[src/rtl/window_pkg.sv]
// Shared widths, constants, window coefficients and FSM state for window_apply.
// Build option: WINDOW_TAPER_EN selects the Hann window; undefined gives a rectangular window.
package window_pkg;

   localparam int unsigned SAMPLE_W    = 8;
   localparam int unsigned COEF_W      = 8;
   localparam int unsigned OUT_W       = 16;
   localparam int unsigned NUM_SAMPLES = 8;
   localparam int unsigned IDX_W       = 3;
   localparam int unsigned BUS_W       = NUM_SAMPLES * SAMPLE_W;
   localparam int unsigned DROP_W      = 8;
   localparam int unsigned MID_SCALE   = 128;
   localparam int unsigned CENT_W      = SAMPLE_W + 1;
   localparam int unsigned PROD_W      = CENT_W + COEF_W + 1;

   typedef logic [NUM_SAMPLES-1:0][SAMPLE_W-1:0] frame_t;

`ifdef WINDOW_TAPER_EN
   // Periodic Hann, Q1.7 (128 = 1.0)
   localparam logic [COEF_W-1:0] WINDOW_COEF [NUM_SAMPLES] =
      '{8'd0, 8'd19, 8'd64, 8'd109, 8'd128, 8'd109, 8'd64, 8'd19};
`else
   // Rectangular, unity gain in Q1.7
   localparam logic [COEF_W-1:0] WINDOW_COEF [NUM_SAMPLES] =
      '{8'd128, 8'd128, 8'd128, 8'd128, 8'd128, 8'd128, 8'd128, 8'd128};
`endif

   typedef enum logic [1:0] {
      IDLE = 2'd0,
      CALC = 2'd1,
      HOLD = 2'd2
   } state_e;

   // Remove the mid-scale offset: 0..255 -> -128..127
   function automatic logic signed [CENT_W-1:0] center_sample(input logic [SAMPLE_W-1:0] s);
      return $signed({1'b0, s}) - $signed(CENT_W'(MID_SCALE));
   endfunction

endpackage

[src/rtl/window_apply_if.sv]
// Output stream of windowed samples with valid/ready handshake.
interface window_apply_if;
   import window_pkg::*;

   logic signed [OUT_W-1:0] out_sample;
   logic [IDX_W-1:0]        out_index;
   logic                    out_last;
   logic                    out_valid;
   logic                    out_ready;

   modport master (
      output out_sample,
      output out_index,
      output out_last,
      output out_valid,
      input  out_ready
   );

   modport slave (
      input  out_sample,
      input  out_index,
      input  out_last,
      input  out_valid,
      output out_ready
   );

endinterface

[src/rtl/set_sync.sv]
// Two-flop synchronizer for the packer's asynchronous set level plus rising-edge detect.
// All flops reset to 0, so a level already high at reset release reads as an edge.
module set_sync (
   input  logic clk,
   input  logic rst_n,
   input  logic async_in,
   output logic start_c
);

   logic s1_q, s2_q, s3_q;
   logic s1_d, s2_d, s3_d;

   // Next-state of the synchronizer chain and history flop
   always_comb begin
      s1_d = async_in;
      s2_d = s1_q;
      s3_d = s2_q;
   end

   // Synchronizer registers
   always_ff @(posedge clk or negedge rst_n) begin
      if (!rst_n) begin
         s1_q <= 1'b0;
         s2_q <= 1'b0;
         s3_q <= 1'b0;
      end else begin
         s1_q <= s1_d;
         s2_q <= s2_d;
         s3_q <= s3_d;
      end
   end

   assign start_c = s2_q & ~s3_q;

endmodule

[src/rtl/window_apply.sv]
// Captures an 8-sample frame on each set edge, removes mid-scale, applies the
// window and streams the eight products over a valid/ready handshake.
// Build option: WINDOW_TAPER_EN (Hann window); undefined gives rectangular window.
module window_apply
   import window_pkg::*;
(
   input  logic                fastclk,
   input  logic                rst_n,
   input  logic [BUS_W-1:0]    in_bus,
   input  logic                set,
   window_apply_if.master      win,
   output logic                overrun,
   output logic [DROP_W-1:0]   drop_cnt
);

   localparam logic [IDX_W-1:0] LAST_IDX = IDX_W'(NUM_SAMPLES - 1);

   logic start_c;

   state_e                  state_q, state_d;
   logic [IDX_W-1:0]        idx_q, idx_d;
   frame_t                  frame_q, frame_d;
   logic signed [OUT_W-1:0] out_sample_q, out_sample_d;
   logic [IDX_W-1:0]        out_index_q, out_index_d;
   logic                    out_last_q, out_last_d;
   logic                    out_valid_q, out_valid_d;
   logic                    overrun_q, overrun_d;
   logic [DROP_W-1:0]       drop_cnt_q, drop_cnt_d;

   logic signed [CENT_W-1:0] centered_c;
   logic [COEF_W-1:0]        coef_c;
   logic signed [PROD_W-1:0] product_c;
   logic                     drop_c;

   set_sync u_set_sync (
      .clk      (fastclk),
      .rst_n    (rst_n),
      .async_in (set),
      .start_c  (start_c)
   );

   // Windowed product of the current sample; exact, fits OUT_W
   always_comb begin
      centered_c = center_sample(frame_q[idx_q]);
`ifdef WINDOW_TAPER_EN
      coef_c     = WINDOW_COEF[idx_q];
`else
      coef_c     = WINDOW_COEF[0];
`endif
      product_c  = PROD_W'(centered_c) * PROD_W'($signed({1'b0, coef_c}));
   end

   // Frame FSM next-state, output and drop-counter logic
   always_comb begin
      state_d      = state_q;
      idx_d        = idx_q;
      frame_d      = frame_q;
      out_sample_d = out_sample_q;
      out_index_d  = out_index_q;
      out_last_d   = out_last_q;
      out_valid_d  = out_valid_q;
      overrun_d    = 1'b0;
      drop_cnt_d   = drop_cnt_q;
      drop_c       = 1'b0;

      case (state_q)
         IDLE: begin
            if (start_c) begin
               frame_d = in_bus;
               idx_d   = '0;
               state_d = CALC;
            end
         end
         CALC: begin
            out_sample_d = product_c[OUT_W-1:0];
            out_index_d  = idx_q;
            out_last_d   = (idx_q == LAST_IDX);
            out_valid_d  = 1'b1;
            state_d      = HOLD;
            drop_c       = start_c;
         end
         HOLD: begin
            if (win.out_ready) begin
               out_valid_d = 1'b0;
               if (idx_q == LAST_IDX) begin
                  // A new frame arriving with the final accept chains straight in
                  if (start_c) begin
                     frame_d = in_bus;
                     idx_d   = '0;
                     state_d = CALC;
                  end else begin
                     state_d = IDLE;
                  end
               end else begin
                  idx_d   = idx_q + IDX_W'(1);
                  state_d = CALC;
                  drop_c  = start_c;
               end
            end else begin
               drop_c = start_c;
            end
         end
         default: state_d = IDLE;
      endcase

      if (drop_c) begin
         overrun_d = 1'b1;
         if (drop_cnt_q != '1) begin
            drop_cnt_d = drop_cnt_q + DROP_W'(1);
         end
      end
   end

   // State and output registers
   always_ff @(posedge fastclk or negedge rst_n) begin
      if (!rst_n) begin
         state_q      <= IDLE;
         idx_q        <= '0;
         frame_q      <= '0;
         out_sample_q <= '0;
         out_index_q  <= '0;
         out_last_q   <= 1'b0;
         out_valid_q  <= 1'b0;
         overrun_q    <= 1'b0;
         drop_cnt_q   <= '0;
      end else begin
         state_q      <= state_d;
         idx_q        <= idx_d;
         frame_q      <= frame_d;
         out_sample_q <= out_sample_d;
         out_index_q  <= out_index_d;
         out_last_q   <= out_last_d;
         out_valid_q  <= out_valid_d;
         overrun_q    <= overrun_d;
         drop_cnt_q   <= drop_cnt_d;
      end
   end

   assign win.out_sample = out_sample_q;
   assign win.out_index  = out_index_q;
   assign win.out_last   = out_last_q;
   assign win.out_valid  = out_valid_q;
   assign overrun        = overrun_q;
   assign drop_cnt       = drop_cnt_q;

endmodule

[src/flat_wrapper.sv]
// flat-port wrapper written by rule: the top's interface ports become plain ports
module window_apply_flat import window_pkg::*;
  (fastclk, rst_n, in_bus, set, overrun, drop_cnt, win_out_sample, win_out_index, win_out_last, win_out_valid, win_out_ready);
  window_apply_if win_i ();
  input  logic fastclk;
  input  logic rst_n;
  input  logic [BUS_W-1:0] in_bus;
  input  logic set;
  output logic overrun;
  output logic [DROP_W-1:0] drop_cnt;
  output wire logic [$bits(win_i.out_sample)-1:0] win_out_sample;
  output wire logic [$bits(win_i.out_index)-1:0] win_out_index;
  output wire logic [$bits(win_i.out_last)-1:0] win_out_last;
  output wire logic [$bits(win_i.out_valid)-1:0] win_out_valid;
  input wire logic [$bits(win_i.out_ready)-1:0] win_out_ready;
  assign win_out_sample = win_i.out_sample;
  assign win_out_index = win_i.out_index;
  assign win_out_last = win_i.out_last;
  assign win_out_valid = win_i.out_valid;
  assign win_i.out_ready = win_out_ready;
  window_apply u_core (.fastclk(fastclk), .rst_n(rst_n), .in_bus(in_bus), .set(set), .win(win_i), .overrun(overrun), .drop_cnt(drop_cnt));
endmodule
[config.mk]
export PLATFORM = sky130hd
export DESIGN_NAME = window_apply_flat
export DESIGN_NICKNAME = d
export VERILOG_FILES = /design/src/rtl/window_pkg.sv /design/src/rtl/window_apply_if.sv /design/src/rtl/set_sync.sv /design/src/rtl/window_apply.sv /design/src/flat_wrapper.sv
export SDC_FILE = /design/constraint.sdc
export NUM_CORES = 1
export LEC_CHECK = 0
export ABC_AREA = 1
export BUFFER_PORTS_ARGS = -buffer_cell sky130_fd_sc_hd__buf_2
export CAP_MARGIN = 20
export CELL_PAD_IN_SITES_DETAIL_PLACEMENT = 1
export CELL_PAD_IN_SITES_GLOBAL_PLACEMENT = 1
export CORE_ASPECT_RATIO = 1.75
export CORE_MARGIN = 1
export CORE_UTILIZATION = 37
export CTS_CLUSTER_SIZE = 20
export DETAILED_ROUTE_END_ITERATION = 10
export PLACE_DENSITY = 0.73
export SLEW_MARGIN = 20
export SYNTH_ARGS = -nofsm -noshare
export SYNTH_HDL_FRONTEND = slang
export SYNTH_SLANG_ARGS = --single-unit
[constraint.sdc]
create_clock -name fastclk -period 1.6 [get_ports fastclk]
set_clock_uncertainty 0.15 [all_clocks]
set_input_delay 0.16 -clock fastclk [delete_from_list [all_inputs] [get_ports fastclk]]
set_output_delay 0.16 -clock fastclk [all_outputs]
set_load 0.05 [all_outputs]
After elaboration in Yosys (flattened, before gate mapping)
Cells that the tools add are included.
Widths: inputs -> output; s select.
{"block": "op_classes", "mux": 21, "bitwise_logic": 2, "order_cmp": 1, "shift": 0, "mul": 0, "div": 0, "n_reduce_logical": 8, "n_addsub": 3, "n_eq_ne": 7}
{"op": "$mux 64", "count": 3}
{"op": "$pmux 64 s2", "count": 1}
{"op": "$bmux 8 s3", "count": 1}
{"op": "$mux 3", "count": 3}
{"op": "$sub 8x8->9 const B", "count": 1}
{"op": "$add 8x1->8 const B", "count": 1}
{"op": "$mux 8", "count": 1}
{"op": "$ne 8x8->1 const B", "count": 1}
{"op": "$reduce_and 2->1", "count": 4}
{"op": "$mux 1", "count": 6}
{"op": "$pmux 2 s3", "count": 1}
{"op": "$pmux 3 s2", "count": 1}
{"op": "$lt 3x4->1 const B", "count": 1}
{"op": "$mux 2", "count": 2}
{"op": "$ne 2x1->1 const B", "count": 2}
{"op": "$pmux 1 s2", "count": 2}
{"op": "$reduce_bool 2->1", "count": 2}
{"op": "$add 3x1->3 const B", "count": 1}
{"op": "$eq 3x3->1 const B", "count": 1}
{"op": "$reduce_and 3->1", "count": 1}
{"op": "$eq 2x1->1 const B", "count": 1}
{"op": "$eq 2x2->1 const B", "count": 1}
{"op": "$logic_not 2->1", "count": 1}
{"op": "$ne 2x2->1 const B", "count": 1}
{"op": "2 further kinds", "count": 2}
{"block": "totals", "in_bits": 68, "latch_bits": 0, "rom_bits": 0, "register_bits": 95, "ram_bits": 0, "out_inout_bits": 30, "mem_count": 0, "elab_cells": 61}

Longest topological paths before layout
Gate-level depths: netlist of run 1.
{"block": "depth", "depth_word": 6, "depth_mapped": 9, "mapped_depth_nobuf": 9}

By module
Synthesis of run 1 repeated with hierarchy kept, for this count alone.
{"block": "hier_totals", "hier_cells": 586, "area_unflattened_um2": 4848.4}
{"mod": "window_apply", "cells_per_inst": 581, "seq_area_each_um2": 2277.2, "area_per_inst_um2": 4763.3, "n_inst": 1}
{"mod": "set_sync", "cells_per_inst": 5, "seq_area_each_um2": 75.1, "area_per_inst_um2": 85.1, "n_inst": 1}

Least setup slack after synthesis of run 1
OpenSTA, ideal clock, no wires.
{"block": "synth_path", "path_type": "reg-to-reg", "startpoint": "register u_core.drop_cnt_q[0], in the netlist u_core.drop_cnt[0]", "endpoint": "register u_core.drop_cnt_q[4], in the netlist u_core.drop_cnt[4]", "period_less_slack_ns": 1.784, "setup_ns": 0.066, "arrival_time_ns": 1.568, "required_ns": 1.384, "path_buffers": 0, "setup_slack_ns": -0.184, "path_stages_with_launch": 8, "path_cell_list": "dfrtp_1 -> ha_1 -> nand3_1 -> inv_1 -> nand2_1 -> nand3_1 -> nand2_1 -> nand2_1"}
{"block": "synth_via", "elab_chain_cells": 2, "elab_cells_between_ends": 3, "classes_between": "add/sub: 1; eq/ne: 1; reduce/logical: 1"}
{"element": "start, declared", "line_no": "window_apply.sv:28", "text": "logic [DROP_W-1:0] drop_cnt_q, drop_cnt_d;"}
{"element": "start signal, assigned", "line_no": "window_apply.sv:135", "text": "drop_cnt_q <= drop_cnt_d;"}
{"element": "branches (longest 2 deep; another with $add 8x1->8)"}
Several ways; the timed one is not identified.
A chain may end at the register's enable or synchronous reset.

Final worst setup path of run 1
{"block": "layout_path", "startpoint": "register u_core.state_q[1]", "endpoint": "register u_core.frame_q[16] (netlist name)"}
{"block": "layout_via", "elab_chain_cells": 3, "elab_cells_between_ends": 7, "classes_between": "eq/ne: 3; mux: 1; reduce/logical: 3"}
{"element": "start, declared", "line_no": "window_apply.sv:20", "text": "state_e state_q, state_d;"}
{"element": "start signal, assigned", "line_no": "window_apply.sv:127", "text": "state_q <= state_d;"}
{"element": "$eq 2x2->1 / $logic_not 2->1 (equally long branches)", "line_no": "window_apply.sv:66", "text": "case (state_q)"}
{"element": "$ne 2x1->1 (no line) (tied with other cells)"}
{"element": "$reduce_and 3->1 (no line)"}
{"element": "end signal, assigned", "line_no": "window_apply.sv:129", "text": "frame_q <= frame_d;"}
{"element": "end, declared", "line_no": "window_apply.sv:22", "text": "frame_t frame_q, frame_d;"}
Parallel ways exist; a longest one is shown, timed or not.

==> results.json, run 1 <==
{
  "status": "finished with violations",
  "violations": "setup timing",
  "max_cap_viol_count": 0,
  "synth_seq_area_share": 0.485,
  "wirelength_um": 17700,
  "power.density_mw_per_mm2": 1770,
  "cts_buffers": 9,
  "end_kind": "flop",
  "synth_cell_types": 23,
  "nFillCells": 1499,
  "ys.flop_type": "dfrtp_1",
  "coreArea_mm2": 0.0129,
  "port-buffer-count": 90,
  "wl_per_cell_um": 18.3,
  "viasPerCell": 4.93,
  "root_buffer": "clkbuf_16",
  "synthesis.area_mm2": 0.00485,
  "rsz0062_at_grt": "yes",
  "cts_tree": "done",
  "ant_nets": 0,
  "worstPathMaxFanout": 7,
  "dr_total_vias": 4778,
  "ys_warn_count": 0,
  "finalSetupViolCount": 79,
  "grt.overflow.total": 0,
  "numClockSinks": 94,
  "clk_path_buf_depth": 2,
  "area.growth.synth_to_final_pct": 54.3,
  "synth_area_leaders": "dfrtp_1 48%, nand2_1 18%, o21ai_2 12%",
  "min_path_type": "in -> reg",
  "drtIter0Drc": 209,
  "fmax_mhz": 555,
  "track_usage": 0.242,
  "power_mw": 13.2,
  "globalplace.congestion": 0.817,
  "synthTopCellsByCount": "234 x nand2_1, 94 x dfrtp_1, 81 x inv_1, 64 x o21ai_2, 40 x nand3_1",
  "crit_type": "reg -> reg",
  "fp.dieW_um": 88.6,
  "syn_avg_cell_area_um2": 8.25,
  "postLayoutCoreUtil": 0.582,
  "antenna_found_initial": 0,
  "synth_top_area_share": 0.485,
  "dr.pass1.iters": 4,
  "diodes": 0,
  "layout.nets": 869,
  "ios": 98,
  "fin_hold_ws_ns": 0.0603,
  "synth-async-reset-ratio": 1.00,
  "setup_slack_ns": -0.201,
  "crit_arrival_ns": 1.88,
  "drcViolationCount": 0,
  "worstPathRequired_ns": 1.68,
  "pre_cts_slack_ns": -0.222,
  "first_global_vias": 5199,
  "yosysMostFrequentCell": "nand2_1",
  "hold_violations": 0,
  "final_max_slew_viol_count": 0,
  "synth_top_area_cell": "dfrtp_1",
  "dp.cells": 860,
  "clk_pin_slew_worst_paths_ns": 0.07,
  "grt_pass1_wl_um": 24900,
  "fin_crit_ns": 1.80,
  "synth_edf_count": 0,
  "ctsHtreeMaxLevel": 3,
  "start_kind": "flop",
  "start_util": 0.377,
  "final_cells": 969,
  "insertion_delay_ns": 0.35,
  "vdd_drop_max_mv": 0.883,
  "layout-drive-gt1-share": 0.416,
  "rows": 55,
  "fin_crit_sh": 1.13,
  "p_leak_nw": 3.91,
  "die_h_um": 153,
  "grt_start_max_net_pins": 40,
  "synthCells": 588,
  "die_area_mm2": 0.0136,
  "ys_ff_latch": 94,
  "hpwlAfterDp_um": 9650
}
what timing repair did:
action / in CTS / in global routing
endpoints found under the hold margin: 159 / 0
cloned: 5 / 6
buffers inserted: 11 / 8
pin swaps: 3 / 6
gates resized for setup: 68 / 66
endpoints found under the setup margin: 85 / 88
hold buffers: 66 / 0
per-stage QoR:
stage	area (um^2)	setup TNS, ns
2_1_floorplan	4890	-0.428
3_3_place_gp	5670	-9.14
3_5_place_dp	5670	-13.38
4_1_cts	7070	-8.74
5_1_grt	7480	-15.53
6_report	7480	-10.91
final timing paths:
path                                             startpoint                                   to  depth (start not counted)  slack, ns
max                           u_core.state_q[1]$_DFFE_PN0P_       u_core.frame_q[16]$_DFFE_PN0P_                          8      -0.20
min                                           win_out_ready     u_core.win.out_valid$_DFFE_PN0P_                          4       0.06
max reg2reg                   u_core.state_q[1]$_DFFE_PN0P_       u_core.frame_q[16]$_DFFE_PN0P_                          8      -0.20
min reg2reg                u_core.u_set_sync.s1_q$_DFF_PN0_     u_core.u_set_sync.s2_q$_DFF_PN0_                          0       0.23
max in group asynchronous                             rst_n       u_core.frame_q[48]$_DFFE_PN0P_                          3       0.68
min in group asynchronous                             rst_n  u_core.win.out_index[2]$_DFFE_PN0N_                          2       0.08
layout make-up:
cell class                 count  area, um^2  area share
sequential                    94        2360       0.315
multi-input combinational    384        2320       0.310
clock inverter                 2        37.5     0.00502
tap                          171         214      0.0286
inverter                      83         322      0.0430
timing repair buffer         221        1950       0.261
clock buffer                  14         284      0.0379
placed cells by master, fill, tap and decap left out, types with 3 or more instances in the layout:
master and instances:
buf_16 6, conb_1 7, clkbuf_8 4, nand3_1 33, nor2_1 7, buf_12 9
buf_6 6, nand2_4 11, nand3b_1 3, inv_1 73, buf_4 39, o21ai_0 6
clkbuf_16 14, ha_4 5, nand2_2 56, dfrtp_1 90, dlygate4sd3_1 66, nand3_2 4
inv_2 7, nand2_1 168, o21ai_1 3, nand3_4 3, o21ai_2 64, buf_2 89
dfrtp_2 4
where the power goes:
part | internal (mW) | switching, mW
registers | 3.34 | 0.859
clock network | 1.39 | 0.948
logic | 2.82 | 3.89
per-layer routing:
layer / GRT usage / vias up / part of all wire
met5: 0 / - / 0
met4: 0.118 / 0 / 0.040
met3: 0.0338 / 45 / 0.023
met2: 0.446 / 127 / 0.57
met1: 0.260 / 2410 / 0.37
li1: - / 2196 / -
flip-flops by register name, indices dropped and copies added, names as in the netlist:
name / cells
u_core.frame_q: 64
u_core.drop_cnt: 8
u_core.win.out_sample: 8
u_core.idx_q: 3
u_core.win.out_index: 3
u_core.state_q: 2
u_core.overrun: 1
u_core.u_set_sync.s1_q: 1
u_core.u_set_sync.s2_q: 1
u_core.u_set_sync.s3_q: 1
u_core.win.out_last: 1
u_core.win.out_valid: 1
logic make-up after synthesis:
| logic type | Yosys count | synth area share |
|---|---|---|
| AOI/OAI and AO/OA | 75 | 0.127 |
| xor gates and xnor gates | 3 | 0.00542 |
| adders and majority gates | 8 | 0.0206 |
| buffers and inverters | 116 | 0.120 |
| DFF | 94 | 0.485 |
| other | 1 | 0.000773 |
| and+or+nand+nor | 291 | 0.242 |
worst max-delay path, stage by stage (launching register included):
cell	delay [ns]
dfrtp_2	0.45
ha_4	0.20
nand2_2	0.16
nand4_4	0.13
buf_12	0.16
buf_12	0.14
clkbuf_16	0.16
nand2_2	0.08
o21ai_2	0.05
No activity file was read; power rests on OpenSTA's default activity.
==> inputs of run 2 (changes only) <==
- CORE_ASPECT_RATIO: 1.75 -> 0.5
==> results.json, run 2 (synthesis results as in run 1) <==
{
  "ant_nets": 0,
  "viasPerCell": 5.02,
  "coreArea_mm2": 0.0127,
  "rsz0062_at_grt": "yes",
  "status": "finished with violations",
  "min_path_type": "in -> reg",
  "ctsHtreeMaxLevel": 3,
  "power.density_mw_per_mm2": 1760,
  "area.growth.synth_to_final_pct": 49.6,
  "cts_tree": "done",
  "die_area_mm2": 0.0136,
  "violations": "setup timing",
  "p_int_mw": 7.00,
  "ios": 98,
  "root_buffer": "clkbuf_16",
  "port-buffer-count": 90,
  "first_global_vias": 4925,
  "power_frac_seq": 0.328,
  "busiest_layer": "met2",
  "crit_arrival_ns": 1.87,
  "track_usage": 0.251,
  "drtIter0Drc": 329,
  "fin_crit_ns": 1.79,
  "nFillCells": 1494,
  "p_leak_nw": 3.81,
  "wl_per_cell_um": 19.0,
  "seqCellArea_mm2": 0.00235,
  "final_cell_mix": "179 x nand2_1, 92 x dfrtp_1, 89 x buf_2",
  "clk_pin_slew_worst_paths_ns": 0.08,
  "top_register": "u_core.frame_q",
  "layout.nets": 851,
  "max_cap_viol_count": 0,
  "die_h_um": 83.0,
  "power_frac_clock": 0.166,
  "worstPathMaxFanout": 12,
  "grt.overflow.total": 0,
  "hold_violations": 0,
  "fmax_mhz": 560,
  "rows": 29,
  "use_met1": 0.328,
  "vdd_drop_max_mv": 1.03,
  "dr_total_vias": 4772,
  "antenna_found_initial": 0,
  "grt_start_max_net_pins": 34,
  "drcViolationCount": 0,
  "finalSetupViolCount": 82,
  "worst_path_max_delay_cell": "dfrtp_1",
  "crit_type": "reg -> reg",
  "clk_path_buf_depth": 2,
  "fin_crit_sh": 1.12,
  "wirelength_um": 18000,
  "grt_pass1_wl_um": 26100,
  "end_kind": "flop",
  "insertion_delay_ns": 0.35,
  "fp.dieW_um": 164,
  "max_stage_delay_ns": 0.37,
  "final_max_slew_viol_count": 0,
  "globalplace.congestion": 0.767,
  "dr.pass1.iters": 5,
  "multi_input_area_mm2": 0.00233,
  "largest_reg_flops": 64,
  "layout-drive-gt1-share": 0.379,
  "path_cells": "ha_2 > ha_4 > inv_4 > nand2_4 > nand4_4 > buf_12 > buf_16 > nand2_1 > o21ai_2",
  "cts_buffers": 9,
  "hpwlAfterDp_um": 8510,
  "postLayoutCoreUtil": 0.570,
  "worstPathRequired_ns": 1.69,
  "numClockSinks": 94,
  "power_switching_share": 0.452,
  "diodes": 0,
  "start_util": 0.381,
  "netSwitchingPower_mw": 5.78,
  "fin_setup_tns_ns": -8.54,
  "setup_slack_ns": -0.186,
  "start_kind": "flop",
  "comb_power_share": 0.506,
  "use_met2": 0.423,
  "grt_use_met3": 0.0495,
  "layout_commonest_cell": "nand2_1"
}
[run 2: final timing paths]
kind	cells after the start	start	slack, ns	to
min in group asynchronous	2	rst_n	0.11	u_core.frame_q[36]$_DFFE_PN0P_
worst min register to register	0	u_core.u_set_sync.s1_q$_DFF_PN0_	0.22	u_core.u_set_sync.s2_q$_DFF_PN0_
max in group asynchronous	3	rst_n	0.61	u_core.frame_q[2]$_DFFE_PN0P_
worst min-delay path	4	win_out_ready	0.05	u_core.win.out_valid$_DFFE_PN0P_
worst max-delay path	9	u_core.idx_q[0]$_DFFE_PN0P_	-0.19	u_core.frame_q[50]$_DFFE_PN0P_
worst max register to register	9	u_core.idx_q[0]$_DFFE_PN0P_	-0.19	u_core.frame_q[50]$_DFFE_PN0P_
[run 2: repair_timing]
action                                  in CTS  in global routing
cloned                                       7                  2
resized for setup                           25                 97
endpoints found under the setup margin      83                 91
pin swaps                                    3                  5
hold endpoints to repair                   159                  0
hold buffers                                66                  0
buffers inserted                             8                  2
[run 2: worst max-delay path: cells and delay by family (launching register included)]
kind	cells	cell delay [ns]
buffers and inverters	3	0.41
adder cells (fa/ha/maj)	2	0.35
AND/OR/NAND/NOR	3	0.32
AO/OA/AOI/OAI	1	0.08
flip-flops	1	0.37
[run 2: layout make-up]
cell class	count	area share
well taps	170	0.0293
flip-flops and latches	94	0.324
repair buffers	203	0.244
clock inverters	7	0.00775
multi-input cells	384	0.320
clock buffers	9	0.0310
inverters	83	0.0433
[run 2: power by group through the flow]
stage / clock network (mW) / registers [mW] / logic, mW
after CTS: 2.13 / 3.89 / 5.53
after global routing: 2.23 / 4.26 / 6.98
final: 2.12 / 4.19 / 6.47
after floorplan: 0 / 4.31 / 2.96
after global placement: 0 / 3.88 / 4.64
after detailed placement: 0 / 3.90 / 4.79
[run 2: per-stage QoR]
stage          power, mW  area [um^2]  std cells  setup WS [ns]  hold WS [ns]
6_report            12.8         7260        950         -0.186        0.0522
3_5_place_dp        8.69         5610        853         -0.239       -0.0584
2_1_floorplan       7.27         4890        594       -0.00796        -0.286
5_1_grt             13.5         7260        950         -0.230         0.141
4_1_cts             11.6         6920        949         -0.165        0.0527
3_3_place_gp        8.52         5610        853         -0.141       -0.0592
[run 2: layer usage]
metal	vias up	share of wire
met5	-	0
li1	2170	-
met2	158	0.49
met4	0	0.033
met1	2390	0.43
met3	54	0.039
==> inputs of run 3 (changes only) <==
- ABC_CLOCK_PERIOD_IN_PS: unset -> 1600
- BUFFER_PORTS_ARGS: -buffer_cell sky130_fd_sc_hd__buf_2 -> -buffer_cell sky130_fd_sc_hd__clkbuf_2
==> results.json, run 3 (synthesis results as in run 1) <==
{
  "status": "finished with violations",
  "violations": "setup timing",
  "max_cap_viol_count": 0,
  "numClockSinks": 94,
  "fin_crit_ns": 1.91,
  "root_buffer": "clkbuf_16",
  "layout-drive-gt1-share": 0.494,
  "start_kind": "flop",
  "dr_total_vias": 5400,
  "drcViolationCount": 0,
  "fp.dieW_um": 164,
  "layout.nets": 880,
  "crit_start": "u_core.idx_q[1]$_DFFE_PN0P_",
  "hold_depth": 4,
  "hold_start": "win_out_ready",
  "finalSetupViolCount": 85,
  "vdd_drop_max_mv": 1.14,
  "ios": 98,
  "viasPerCell": 5.52,
  "insertion_delay_ns": 0.37,
  "track_usage": 0.292,
  "clk_pin_slew_worst_paths_ns": 0.08,
  "worstPathRequired_ns": 1.73,
  "grt_start_max_net_pins": 34,
  "crit_type": "reg -> reg",
  "layout_commonest_cell": "nand2_1",
  "clk_path_buf_depth": 2,
  "crit_arrival_ns": 2.04,
  "end_kind": "flop",
  "globalplace.congestion": 0.768,
  "rsz0062_at_grt": "yes",
  "drtIter0Drc": 443,
  "port-buffer-count": 90,
  "die_area_mm2": 0.0136,
  "endpoint": "u_core.frame_q[17]$_DFFE_PN0P_",
  "r2r_cells": 10,
  "fin_crit_sh": 1.19,
  "die_h_um": 83.0,
  "largest_reg_flops": 64,
  "top_register": "u_core.frame_q",
  "postLayoutCoreUtil": 0.651,
  "ctsHtreeMaxLevel": 3,
  "hpwlAfterDp_um": 8860,
  "grt.overflow.total": 0,
  "start_util": 0.381,
  "first_global_vias": 5311,
  "cts_buffers": 9,
  "min_path_type": "in -> reg",
  "area.growth.synth_to_final_pct": 70.9,
  "fin_setup_tns_ns": -18.81,
  "rows": 29,
  "diodes": 0,
  "wl_per_cell_um": 25.8,
  "setup_slack_ns": -0.309,
  "power.density_mw_per_mm2": 1950,
  "worstPathMaxFanout": 8,
  "rr_startpoint": "u_core.idx_q[1]$_DFFE_PN0P_",
  "fmax_mhz": 524,
  "p_leak_nw": 4.24,
  "ant_nets": 0,
  "fin_hold_ws_ns": 0.0538,
  "power_mw": 16.1,
  "hold_violations": 0,
  "final_cell_mix": "125 x nand2_1, 89 x clkbuf_2, 89 x dfrtp_1",
  "cts_tree": "done",
  "wirelength_um": 25200,
  "regToRegSetupSlack_ns": -0.31,
  "dr.pass1.iters": 5,
  "antenna_found_initial": 0,
  "final_max_slew_viol_count": 0,
  "coreArea_mm2": 0.0127,
  "rr_endpoint": "u_core.frame_q[17]$_DFFE_PN0P_",
  "grt_pass1_wl_um": 29700
}
[run 3: worst min path at each step]
| stage | slack (ns) | endpoint |
|---|---|---|
| finish | 0.05 | u_core.win.out_valid$_DFFE_PN0P_ |
| global route | 0.11 | u_core.idx_q[1]$_DFFE_PN0P_ |
| CTS | 0.04 | u_core.win.out_valid$_DFFE_PN0P_ |
| detailed placement | -0.07 | u_core.overrun$_DFF_PN0_ |
| global placement | -0.06 | u_core.overrun$_DFF_PN0_ |
| floorplan | -0.29 | u_core.drop_cnt[0]$_DFFE_PN0P_ |
[run 3: cell type report]
type | count | area [um^2]
clock buffers | 10 | 229
clock inverters | 6 | 134
fillers | 1370 | 4440
inverters | 83 | 335
multi-input cells | 384 | 2730
flip-flops and latches | 94 | 2360
well taps | 170 | 213
repair buffers | 232 | 2300
[run 3: power breakdown]
part           internal, mW  total [mW]  switching [mW]
Combinational          3.69        8.80            5.10
Sequential             3.33        4.59            1.26
Clock                  1.69        2.75            1.06
[run 3: metrics by stage]
step                setup slack, ns  instances  cell area (um^2)
floorplan                  -0.00796        594              4890
global placement             -0.146        853              5610
detailed placement           -0.225        853              5610
CTS                          -0.169        957              7480
global route                 -0.358        979              8290
finish                       -0.309        979              8290
[run 3: worst max-delay path, cell delays in order (launching register included)]
cell	delay [ns]
dfrtp_2	0.45
ha_4	0.18
ha_4	0.17
inv_4	0.06
nand2_4	0.06
nand4_4	0.10
buf_12	0.16
buf_12	0.17
buf_16	0.16
nand2_4	0.05
o21ai_2	0.09
[run 3: repair_timing]
action | 4_1_cts | 5_1_grt
hold endpoints to repair | 159 | 0
setup buffers | 12 | 15
hold buffers | 66 | 0
gates resized for setup | 125 | 132
pin swaps | 2 | 27
endpoints found under the setup margin | 80 | 90
gates cloned | 11 | 9
[run 3: layer usage]
metal / track usage / part of all wire / up-vias
met5: 0 / 0 / -
met3: 0.0649 / 0.067 / 141
met2: 0.493 / 0.48 / 336
met1: 0.359 / 0.39 / 2688
met4: 0.121 / 0.062 / 0
li1: - / - / 2235
